<file path="src/rtl/card_shoe.sv">
// card_shoe: card source for the blackjack controller.
//   Random modes (mode 0, 5..7) deal from a finite NUM_DECKS shoe: a 16-bit
//   Galois LFSR picks a starting rank and empty ranks are skipped by probing.
//   Scripted modes (1..4) replay fixed 8-card sequences for repeatable hands.
// Ports:
//   clk, reset      - rising-edge clock, synchronous active-low reset
//   mode[2:0]       - source select, latched at reset release / reshuffle
//   draw_req        - request one card (sampled in IDLE only)
//   reshuffle       - refill shoe, rewind script (IDLE only)
//   card[5:0]       - card value 2..11, held until next delivery
//   card_valid      - one-cycle pulse with each delivered card
//   busy            - high while a draw is in flight
//   cards_left[7:0] - cards remaining in the shoe
//   reshuffle_due   - shoe below penetration (random modes only)
//   draw_err        - one-cycle pulse on a draw from an empty shoe
module card_shoe #(
  parameter int          NUM_DECKS   = 1,
  parameter int          PENETRATION = 15,
  parameter logic [15:0] LFSR_SEED   = 16'hACE1
) (
  input  logic       clk,
  input  logic       reset,
  input  logic [2:0] mode,
  input  logic       draw_req,
  input  logic       reshuffle,
  output logic [5:0] card,
  output logic       card_valid,
  output logic       busy,
  output logic [7:0] cards_left,
  output logic       reshuffle_due,
  output logic       draw_err
);

  // An all-zero Galois LFSR would lock up, so a zero seed is remapped.
  localparam logic [15:0] SEED      = (LFSR_SEED == 16'h0) ? 16'h0001 : LFSR_SEED;
  localparam logic [4:0]  RANK_FULL = 5'(4 * NUM_DECKS);
  localparam logic [7:0]  SHOE_FULL = 8'(52 * NUM_DECKS);

  // Script rows, element 0 in the low nibble (dealer cards first).
  localparam logic [31:0] SCR1 = {4'd5, 4'd3, 4'd2, 4'd4, 4'd8, 4'd10, 4'd7, 4'd9};
  localparam logic [31:0] SCR2 = {4'd6, 4'd5, 4'd3, 4'd2, 4'd8, 4'd10, 4'd7, 4'd9};
  localparam logic [31:0] SCR3 = {4'd6, 4'd5, 4'd3, 4'd2, 4'd11, 4'd10, 4'd7, 4'd9};
  localparam logic [31:0] SCR4 = {4'd2, 4'd8, 4'd4, 4'd8, 4'd10, 4'd10, 4'd7, 4'd9};

  typedef enum logic [1:0] {IDLE, SEARCH, DONE} state_e;

  state_e          state_q, state_d;
  logic [12:0][4:0] cnt_q, cnt_d;
  logic [7:0]      left_q, left_d;
  logic [3:0]      idx_q, idx_d;
  logic [2:0]      sidx_q, sidx_d;
  logic [2:0]      mode_q, mode_d;
  logic [15:0]     lfsr_q, lfsr_d;
  logic [5:0]      card_q, card_d;
  logic            valid_q, valid_d;
  logic            busy_q, busy_d;
  logic            due_q, due_d;
  logic            err_q, err_d;

  function automatic logic is_rand(input logic [2:0] m);
    return (m == 3'd0) || (m >= 3'd5);
  endfunction

  // Rank order 2..10, J, Q, K, A.
  function automatic logic [5:0] rank_val(input logic [3:0] r);
    if (r <= 4'd8)       return {2'b00, r} + 6'd2;
    else if (r <= 4'd11) return 6'd10;
    else                 return 6'd11;
  endfunction

  function automatic logic [5:0] script_val(input logic [2:0] m, input logic [2:0] i);
    logic [31:0] row;
    case (m)
      3'd1:    row = SCR1;
      3'd2:    row = SCR2;
      3'd3:    row = SCR3;
      default: row = SCR4;
    endcase
    return {2'b00, row[{i, 2'b00} +: 4]};
  endfunction

  always_comb begin
    state_d = state_q;
    cnt_d   = cnt_q;
    left_d  = left_q;
    idx_d   = idx_q;
    sidx_d  = sidx_q;
    mode_d  = mode_q;
    card_d  = card_q;
    valid_d = 1'b0;
    err_d   = 1'b0;
    // Free-running so the rank pick depends on request timing.
    lfsr_d  = {1'b0, lfsr_q[15:1]} ^ (lfsr_q[0] ? 16'hB400 : 16'h0000);

    case (state_q)
      IDLE: begin
        if (reshuffle) begin
          // A same-cycle draw_req is intentionally dropped.
          for (int r = 0; r < 13; r++) cnt_d[r] = RANK_FULL;
          left_d = SHOE_FULL;
          sidx_d = 3'd0;
          mode_d = mode;
        end else if (draw_req) begin
          if (!is_rand(mode_q)) begin
            state_d = SEARCH;
          end else if (left_q == 8'd0) begin
            err_d = 1'b1;
          end else begin
            // Fold 13..15 back onto 0..2; the resulting bias is accepted.
            idx_d   = (lfsr_q[3:0] >= 4'd13) ? lfsr_q[3:0] - 4'd13 : lfsr_q[3:0];
            state_d = SEARCH;
          end
        end
      end
      SEARCH: begin
        if (!is_rand(mode_q)) begin
          card_d  = script_val(mode_q, sidx_q);
          sidx_d  = sidx_q + 3'd1;
          valid_d = 1'b1;
          state_d = DONE;
        end else if (cnt_q[idx_q] != 5'd0) begin
          cnt_d[idx_q] = cnt_q[idx_q] - 5'd1;
          left_d       = left_q - 8'd1;
          card_d       = rank_val(idx_q);
          valid_d      = 1'b1;
          state_d      = DONE;
        end else begin
          // Shoe is non-empty, so probing terminates within 12 steps.
          idx_d = (idx_q == 4'd12) ? 4'd0 : idx_q + 4'd1;
        end
      end
      default: state_d = IDLE;
    endcase

    busy_d = (state_d != IDLE);
    due_d  = is_rand(mode_d) && (int'(left_d) < PENETRATION);
  end

  always_ff @(posedge clk) begin
    if (!reset) begin
      state_q <= IDLE;
      cnt_q   <= {13{RANK_FULL}};
      left_q  <= SHOE_FULL;
      idx_q   <= 4'd0;
      sidx_q  <= 3'd0;
      mode_q  <= mode;  // last value seen while in reset is the one kept
      lfsr_q  <= SEED;
      card_q  <= 6'd0;
      valid_q <= 1'b0;
      busy_q  <= 1'b0;
      due_q   <= 1'b0;
      err_q   <= 1'b0;
    end else begin
      state_q <= state_d;
      cnt_q   <= cnt_d;
      left_q  <= left_d;
      idx_q   <= idx_d;
      sidx_q  <= sidx_d;
      mode_q  <= mode_d;
      lfsr_q  <= lfsr_d;
      card_q  <= card_d;
      valid_q <= valid_d;
      busy_q  <= busy_d;
      due_q   <= due_d;
      err_q   <= err_d;
    end
  end

  assign card          = card_q;
  assign card_valid    = valid_q;
  assign busy          = busy_q;
  assign cards_left    = left_q;
  assign reshuffle_due = due_q;
  assign draw_err      = err_q;

endmodule
</file>
<file path="config.mk">
export PLATFORM = sky130hd
export DESIGN_NAME = card_shoe
export DESIGN_NICKNAME = d
export VERILOG_FILES = /design/src/rtl/card_shoe.sv
export SDC_FILE = /design/constraint.sdc
export NUM_CORES = 1
export LEC_CHECK = 0
export CORE_ASPECT_RATIO = 0.8
export CORE_MARGIN = 1.5
export CORE_UTILIZATION = 35
export DETAILED_ROUTE_END_ITERATION = 6
export PLACE_DENSITY = 0.52
export SETUP_SLACK_MARGIN = 0.1
export SYNTH_ARGS = -nofsm -noshare
export SYNTH_HDL_FRONTEND = slang
export SYNTH_SLANG_ARGS = --single-unit
</file>
<file path="constraint.sdc">
create_clock -name clk -period 4.65 [get_ports clk]
set_input_delay 0.93 -clock clk [delete_from_list [all_inputs] [get_ports clk]]
set_output_delay 0.93 -clock clk [all_outputs]
set_load 0.02 [all_outputs]
</file>
---- Word-level counts from Yosys, hierarchy flattened ----
Index checks and enable logic that the tools add are counted.
cells by class
  equality and inequality tests ........... 15
  $add $sub $neg .......................... 6
  bitwise gates (word level) .............. 5
  multiplexer cells ....................... 46
  shifts and indexed selects .............. 1
  $lt $le $gt $ge ......................... 8
  reductions and logical operators ........ 17
operators by type and width
  cell                   number
  $mux W65               3
  $pmux W65 S2           1
  $pmux W31 S3           1
  $bwmux W65             1
  $mux W32               2
  $mux W4                8
  $shiftx A32 B6 Y4      1
  $mux W8                3
  $bmux W5 S4            1
  $demux W5 S4           1
  $ne A2 B2 Y1 const B   9
  $mux W16               1
  $pmux W8 S2            1
  $xor A15 B16 Y16       1
  $mux W3                5
  $mux W5                3
  $mux W2                6
  $mux W6                2
  $le A4 B4 Y1 const B   2
  $logic_not A8 Y1       1
  $lt A8 B4 Y1 const B   1
  $pmux W4 S2            1
  $sub A8 B1 Y8 const B  1
  $reduce_and A7 Y1      1
  other kinds (28)       41
storage, ports and cells
  bits of input ports ..................... 7
  register bits ........................... 111

---- Longest topological paths before layout ----
Gate-level depths: netlist of the first run.
  word-level depth ........................ 8
  mapped depth ............................ 16

---- Least setup slack after synthesis of the first run ----
OpenSTA, ideal clock, no wires.
  kind .................................... register to register
  start point ............................. register idx_q[0]
  end point ............................... register idx_q[2]
  slack ................................... 1.577 ns
  data required time ...................... 4.535 ns
  cell stages (with the launch flop) ...... 13
  arrival ................................. 2.958 ns
  clock period less this slack ............ 3.073 ns
  cells stage by stage .................... dfxtp_1 buf_4 mux4_2 a22oi_1 o21a_1 ha_1 inv_1 a221oi_2 nand4_4 o32a_1 nor3_4 o21ai_1 a31o_1
on the way
  word-level cells in the longest chain between the ends .. 5
  elaborated cells on any way between the ends .. 11
  those cells by class .................... add/sub: 1; eq/ne: 2; mux: 6; reduce/logical: 2
RTL lines
  what                                                        line      RTL
  start: declaration                                          50        logic [3:0] idx_q, idx_d;
  start signal: assignment                                    157       idx_q <= idx_d;
  $bmux W5 S4, or another cell as far along                   121       end else if (cnt_q[idx_q] != 5'd0) begin
  $mux W5 (not written as such) or $mux W4 (tied branches)    121, 129
  $reduce_bool A5 Y1 or $mux W4 (tied branches)               121
  $ne A2 B2 Y1 (no line) or $mux W4 (tied branches)           n/a
  $reduce_and A7 Y1 (no line) or $pmux W4 S2 (tied branches)  n/a
Parallel ways exist; a longest one is shown, timed or not. The select of a mux whose other input is x is not followed.
A chain may end at the register's enable or synchronous reset.

---- Final worst setup path of the first run ----
  start point ............................. register idx_q[0]
  end point ............................... register cnt_q[10] (netlist bit)
on the way
  word-level cells in the longest chain between the ends .. 8
  elaborated cells on any way between the ends .. 15
  those cells by class .................... add/sub: 1; order compare: 2; eq/ne: 1; mux: 8; reduce/logical: 3
RTL lines
  what                                                   line  RTL
  branches (longest 8 deep; another with $sub A5 B1 Y5)  n/a
  end signal: assignment                                 142   cnt_q <= {13{RANK_FULL}};
  end signal: assignment                                 155   cnt_q <= cnt_d;
  end: declaration                                       48    logic [12:0][4:0] cnt_q, cnt_d;
Several ways; the timed one is not identified. The select of a mux whose other input is x is not followed.

==> flow_summary.json, run 1 <==
{
  "outcome": "finished clean",
  "leakagePower_nw": 2.23,
  "finalCritPeriodShare_pct": 82.5,
  "cts.sinks": 110,
  "die_x_um": 142,
  "wl_per_cell_um": 18.9,
  "ys_warn_count": 0,
  "grt_pass1_vias": 4163,
  "die-area_um2": 16300,
  "ys_types": 70,
  "power_density_nw_per_um2": 332,
  "hold_class": "reg2reg",
  "cts_buffers": 9,
  "cts_tree": "yes",
  "ys.flop_type": "dfxtp_1",
  "syn_nets": 586,
  "ys_seq_area_share_pct": 40.6,
  "synth_top_cell_by_area": "dfxtp_1",
  "area_growth_pct": 13.7,
  "io_pins": 25,
  "dp.final_hpwl_um": 10400,
  "synth.area.top_cells": "dfxtp_1 41%, mux4_2 6.2%, a2bb2o_4 3.3%",
  "grt_setup_unrepaired": "false",
  "syn_area_per_cell_um2": 9.58,
  "synth_edf_count": 0,
  "finalHoldViolCount": 0,
  "drc": 0,
  "post-synth-top-count-cell": "dfxtp_1",
  "clk_pin_slew_ps": 80,
  "yosysTopAreaCellShare_pct": 40.6,
  "peakVddDrop_mv": 0.186,
  "drive_gt1_share_pct": 14.1,
  "fin_skew_ps": 11.2,
  "ys_async_sr_fraction_pct": 0,
  "cp-end-kind": "register",
  "drt_first_pass_iters": 5,
  "synthCells": 566,
  "grt_pass1_wl_um": 23900,
  "fmax_ghz": 0.261,
  "core.rowCount": 40,
  "postCtsSetupBuffers": 0,
  "htreeDepth": 3,
  "cts_resized": 0,
  "cts_root_buf": "clkbuf_16",
  "drv_slew": 0,
  "placed_cell_area_um2": 5850,
  "cap_violations": 0,
  "setup_violations": 0,
  "crit_path_max_fanout": 33,
  "worst_slew_pin_slew_ps": 985,
  "die_h_um": 114,
  "num-nets-final": 598,
  "routed_wl_um": 15000,
  "port_buffers": 23,
  "diodes": 0,
  "crit_path_start_kind": "register",
  "synth_area_um2": 5420,
  "ant_nets": 0,
  "drt_iter0_markers": 475,
  "clock_latency_ps": 350,
  "antenna_found_initial": 0,
  "initial_core_util_pct": 36.0,
  "holdWs_ps": 412,
  "gp_congestion": 0.847,
  "via_per_inst": 5.65,
  "clock_path_buffers": 2,
  "finalSetupTns_ps": 0,
  "path_class": "reg2reg",
  "ctsHoldBuffers": 0,
  "fin_crit_ps": 3830,
  "fp.coreArea_um2": 15100,
  "critical_path_required_ps": 4890,
  "rrSetupSlack_ps": 820,
  "final_area_um2": 6170,
  "track_usage_pct": 19.1,
  "grt_max_degree": 36,
  "post-route-util_pct": 40.9,
  "vias": 4477,
  "slew_headroom_pct": 34.1,
  "synth_common_cells": "110 x dfxtp_1, 47 x nand2_1, 44 x nor2_1",
  "grt.overflow.total": 0,
  "ys_ff_latch": 110,
  "arrival_ps": 4080
}
==> state kept, by name, indices dropped and copies added (netlist names) <==
register and count:
cards_left 8, idx_q 4, card 5, draw_err 1, mode_q 3, lfsr_q 16, busy 1, card_valid 1
state_q 2, reshuffle_due 1, cnt_q 65, sidx_q 3
==> area by class of cell <==
type	instances	area [um2]
Clock buffer	9	225
Clock inverter	7	88.8
Fill cell	1444	8900
Inverter	16	60.1
Multi-Input combinational cell	403	2990
Sequential cell	110	2200
Tap cell	210	263
Timing Repair Buffer	38	343
==> placed cells by master, fill, tap and decap left out, drive strengths merged, types with 3 or more instances in the layout <==
cell	count
a2bb2o	10
o211ai	5
clkbuf	9
nor2	54
nand3	19
a31oi	4
nand2b	7
nor4	3
nor2b	5
o21a	3
nand4	3
clkdlybuf4s50	23
o31ai	4
and2	12
nor3	31
a21oi	28
a21o	12
inv	17
a32o	18
ha	13
dfxtp	110
mux4	15
o2bb2ai	5
o21ai	21
mux2i	7
o22ai	3
xnor2	8
a311oi	3
mux2	3
buf	15
a22o	7
nand2	49
or3	6
clkinv	4
a22oi	17
==> where the power goes <==
part | switching (mW) | internal (mW)
combinational | 0.153 | 0.0878
sequential | 0.0273 | 0.964
clock | 0.383 | 0.430
==> critical path, stage by stage (launching register included) <==
cell and delay [ps]:
dfxtp_1 770, buf_4 300, and4bb_1 290, a22oi_1 210, o21a_1 210, ha_1 160, inv_1 60, a221oi_2 290
nand4_4 200, o211ai_2 180, buf_4 380, nor3_1 150, and3_1 250, a22o_1 240
==> metal layers <==
metal | track usage, % | wire length, um | vias to the layer above
met5 | 0 | 0 | -
met4 | 4.19 | 150 | 0
met3 | 2.89 | 947 | 13
met2 | 26.6 | 6140 | 153
met1 | 30.4 | 7750 | 2176
li1 | - | - | 2135
==> kinds of logic after synthesis <==
group	count (synthesis)	share of synthesized area [%]
AO/OA/AOI/OAI	155	23.5
XOR/XNOR	10	1.62
adder cells (fa/ha/maj)	13	3.00
buffers and inverters	53	4.34
flip-flops	110	40.6
multiplexers	25	8.14
other	1	0.0692
AND/OR/NAND/NOR	199	18.8
==> per-stage QoR <==
step	cells	power [mW]	setup slack [ps]
detailed placement	777	1.25	821
floorplan	566	1.18	1580
CTS	793	2.06	807
finish	793	2.05	815
global route	793	2.13	498
global placement	777	1.25	952
==> worst paths after layout <==
kind | from | to | cells past startpoint
hold / removal | lfsr_q[7] | lfsr_q[6] | 1
setup / recovery | idx_q[0] | cnt_q[10] | 13
setup reg to reg | idx_q[0] | cnt_q[10] | 13
hold reg to reg | lfsr_q[7] | lfsr_q[6] | 1
Note: power is estimated with default switching activity, not from simulation.
==> run 2, diff against run 1 <==
clock period = 3.95 ns   (was 4.65 ns; I/O delays follow)
==> run 2 against run 1 <==
Effect of this change: core utilization grew 0.14 points; wire length down 2.0%; setup slack got worse by 320 ps; sequential power grew 17%; cell count grew 0.63%; total power grew 14%; largest cell class unchanged; via count decreased by 2.3%; clock skew about the same; first-iteration DRC count decreased by 25%; non-clock buffer count up 5; clock power increased by 8.6%.
==> flow_summary.json, run 2 (synthesis results as in run 1) <==
{
  "outcome": "finished clean",
  "postCtsSetupBuffers": 0,
  "layout_commonest_cell": "dfxtp_1",
  "die_x_um": 142,
  "finalHoldViolCount": 0,
  "ctsHoldBuffers": 0,
  "ant_nets": 0,
  "cts_root_buf": "clkbuf_16",
  "grt_max_degree": 43,
  "io_pins": 25,
  "die_h_um": 114,
  "post-route-util_pct": 41.1,
  "finalCritPeriodShare_pct": 87.6,
  "slew_headroom_pct": 42.9,
  "arrival_ps": 3750,
  "clock_latency_ps": 350,
  "cts_tree": "yes",
  "fin_crit_ps": 3460,
  "initial_core_util_pct": 36.0,
  "grt_pass1_vias": 4205,
  "cap_violations": 0,
  "vias": 4375,
  "critical_path_required_ps": 4240,
  "fmax_ghz": 0.289,
  "crit_path_max_fanout": 33,
  "peakVddDrop_mv": 0.182,
  "drv_slew": 0,
  "diodes": 0,
  "drc": 0,
  "worst_slew_pin_slew_ps": 854,
  "port_buffers": 23,
  "gp_congestion": 0.852,
  "routed_wl_um": 14700,
  "final.fill_count": 1441,
  "path_class": "reg2reg",
  "grt_setup_unrepaired": "false",
  "dp.final_hpwl_um": 10600,
  "hold_class": "reg2reg",
  "cts_resized": 0,
  "clk_pin_slew_ps": 80,
  "cp-end-kind": "register",
  "via_per_inst": 5.48,
  "leakagePower_nw": 2.25,
  "grt.overflow.total": 0,
  "wl_per_cell_um": 18.4,
  "fin_skew_ps": 10.7,
  "cts_buffers": 9,
  "most-common-layout-cells": "110 x dfxtp_1, 47 x nand2_1, 44 x nor2_1",
  "cts.sinks": 110,
  "drive_gt1_share_pct": 14.6,
  "num-nets-final": 603,
  "crit_path_start_kind": "register",
  "htreeDepth": 3,
  "area_growth_pct": 14.1,
  "antenna_found_initial": 0,
  "finalSetupTns_ps": 0,
  "core.rowCount": 40,
  "drt_iter0_markers": 355,
  "regMostFlops": "cnt_q",
  "grt_pass1_wl_um": 23800,
  "clock_path_buffers": 2,
  "fp.coreArea_um2": 15100,
  "largest_reg_flops": 65,
  "power_density_nw_per_um2": 377,
  "setup_violations": 0,
  "track_usage_pct": 19.2,
  "die-area_um2": 16300,
  "drt_first_pass_iters": 4,
  "finalPower_mw": 2.33
}
==> run 2: cell count changes in the layout (fill, tap and decap cells not counted), sizes merged <==
cell,before,now
buf,15,20
clkinv,4,5
inv,17,16
clkbuf,9,10
bufinv,1,0
==> run 2: cell type report <==
cell class | instances | area, um2 | area share (%)
clock buffer | 10 | 229 | 3.70
clock inverter | 6 | 56.3 | 0.910
inverter | 16 | 60.1 | 0.970
multi-input combinational | 403 | 2990 | 48.2
sequential | 110 | 2200 | 35.6
tap | 210 | 263 | 4.25
timing repair buffer | 43 | 393 | 6.35
==> run 2: layer usage <==
layer	share of wire, %	track usage (%)	wire (um)
met2	41	27.8	6080
met4	0.84	4.26	123
met3	5.4	3.35	799
met1	52	29.4	7680
met5	0	0	0
==> run 2: worst max-delay path, cell delays in order, from the launching register on <==
cell	delay [ps]
dfxtp_1	340
buf_4	240
mux4_2	520
mux2i_1	230
o21a_1	210
ha_1	160
inv_1	60
a221oi_2	300
nand4_4	190
o211ai_2	230
buf_12	230
a22oi_1	160
nor2_2	320
a32o_1	180
==> run 2: worst paths after layout <==
check | slack (ps) | endpoint | from | cells past startpoint
max | 490 | cnt_q[29] | idx_q[0] | 13
min | 410 | lfsr_q[5] | lfsr_q[6] | 1
max reg2reg | 490 | cnt_q[29] | idx_q[0] | 13
min reg2reg | 410 | lfsr_q[5] | lfsr_q[6] | 1
==> run 2: through the flow <==
step	hold WS (ps)	cells	area (um2)	setup WS, ps
after floorplan	386	566	5420	877
after global placement	394	782	5900	664
after detailed placement	397	782	5900	559
after CTS	415	798	6190	545
after global routing	439	798	6190	287
final	409	798	6190	492
==> run 2: power breakdown <==
group	switching, mW	total, mW	leakage [nW]	internal (mW)
registers	0.0261	1.16	0.894	1.13
clock network	0.441	0.883	0.137	0.441
logic	0.185	0.291	1.21	0.106
==> run 3, diff against run 2 <==
CORE_UTILIZATION = 45   (was 35)
GPL_ROUTABILITY_DRIVEN = 0   (was not set)
PLACE_DENSITY = 0.63   (was 0.52)
==> run 3 against run 2 <==
Effect of this change: the flow now finishes with violations (DRC); sequential power barely moved; clock power is 2% higher; combinational power fell by 3%; sequential share of layout area grew 0.55 points; first-iteration DRC count is 28% higher; clock skew is 0.91 ps higher; global-route usage up 3.7 points; wire length down 4.5%; register-to-register slack worse by 160 ps; sequential cell count stayed put; hold slack improved by 11 ps; largest power group unchanged; highest routed layer unchanged.
==> flow_summary.json, run 3 (synthesis results as in run 1) <==
{
  "outcome": "complete, but fails checks",
  "violations": "DRC",
  "fin_crit_ps": 3620,
  "cp-end-kind": "register",
  "slew_headroom_pct": 50.9,
  "htreeDepth": 3,
  "path_cells": "and4bb_1, a22oi_1, o21a_1, ha_1, inv_1, a221oi_2, nand4_4, o211ai_2, buf_4, a22oi_1, nor2_2, a32o_1",
  "io_pins": 25,
  "peakVddDrop_mv": 0.253,
  "hold_class": "reg2reg",
  "finalSetupTns_ps": 0,
  "drt_iter0_markers": 455,
  "grt_setup_unrepaired": "false",
  "clk_pin_slew_ps": 80,
  "cpPeakStageDelay_ps": 770,
  "cts_resized": 0,
  "via_per_inst": 6.13,
  "most-common-layout-cells": "110 x dfxtp_1, 47 x nand2_1, 44 x nor2_1",
  "dp.final_hpwl_um": 9980,
  "vias": 4493,
  "core.rowCount": 35,
  "finalCritPeriodShare_pct": 91.6,
  "drv_slew": 0,
  "arrival_ps": 3910,
  "wl_per_cell_um": 19.1,
  "regMostFlops": "cnt_q",
  "cts_tree": "yes",
  "holdWs_ps": 419,
  "die_x_um": 126,
  "postCtsSetupBuffers": 0,
  "fin_skew_ps": 11.7,
  "grt_max_degree": 43,
  "die-area_um2": 12700,
  "worst_slew_pin_slew_ps": 733,
  "grt.overflow.total": 0,
  "clock_path_buffers": 2,
  "cts_root_buf": "clkbuf_16",
  "num-nets-final": 600,
  "crit_path_max_fanout": 33,
  "crit_top_cell": "a22oi_1",
  "path_class": "reg2reg",
  "final_area_um2": 6090,
  "drive_gt1_share_pct": 14.4,
  "power_density_nw_per_um2": 385,
  "track_usage_pct": 22.9,
  "layout_commonest_cell": "dfxtp_1",
  "crit_path_start_kind": "register",
  "placed_cell_area_um2": 5800,
  "initial_core_util_pct": 46.6,
  "port_buffers": 23,
  "drc": 2,
  "ctsHoldBuffers": 0,
  "die_h_um": 101,
  "fin_cells": 733,
  "dp_cells": 717,
  "ant_nets": 0,
  "cap_violations": 0,
  "antenna_found_initial": 0,
  "finalHoldViolCount": 0,
  "worst_path_max_delay_cell": "dfxtp_1",
  "clock_latency_ps": 360,
  "area_growth_pct": 12.4,
  "cts_buffers": 9,
  "largest_reg_flops": 65,
  "drt_first_pass_iters": 7,
  "routed_wl_um": 14000,
  "setup_violations": 0,
  "grt_pass1_wl_um": 22800,
  "cts.sinks": 110,
  "fmax_ghz": 0.276,
  "critical_path_required_ps": 4240,
  "leakagePower_nw": 2.23,
  "grt_pass1_vias": 4169,
  "finalPower_mw": 2.35,
  "fp.coreArea_um2": 11600,
  "diodes": 0
}
run 3: worst max-delay path: cells and delay by family, from the launching register on:
kind,cells,cell delay [ps]
AOI/OAI and AO/OA,6,1290
adders and majority gates,1,170
DFF,1,770
buffers and inverters,2,420
and+or+nand+nor,3,890
run 3: worst paths after layout:
| path | start | end | slack, ps | depth (start not counted) |
|---|---|---|---|---|
| worst min register to register | lfsr_q[8] | lfsr_q[7] | 420 | 1 |
| worst max register to register | idx_q[1] | cnt_q[40] | 330 | 12 |
| worst max-delay path | idx_q[1] | cnt_q[40] | 330 | 12 |
| worst min-delay path | lfsr_q[8] | lfsr_q[7] | 420 | 1 |
run 3: cell type report:
type | instances | area (um2)
clock buffer | 9 | 225
clock inverter | 7 | 66.3
fill | 1063 | 5550
inverter | 16 | 60.1
multi-input combinational | 403 | 2990
sequential | 110 | 2200
tap | 148 | 185
timing repair buffer | 40 | 370
run 3: layer usage:
layer	part of all wire [%]	track usage (%)	vias to the layer above
met5	0	0	-
met4	1.7	6.90	0
met3	7.9	5.28	24
met2	42	33.9	169
met1	48	33.5	2185
li1	-	-	2115
run 3: where the power goes:
group / total (mW) / internal (mW) / switching (mW)
clock: 0.901 / 0.443 / 0.458
sequential: 1.16 / 1.13 / 0.0280
combinational: 0.283 / 0.104 / 0.179
total: 2.35 / 1.68 / 0.666
run 3: stage by stage:
step,setup slack [ps],util [%]
2_1_floorplan,877,-
3_3_place_gp,528,49.8
3_5_place_dp,405,49.8
4_1_cts,375,52.3
5_1_grt,148,52.3
6_report,330,52.3
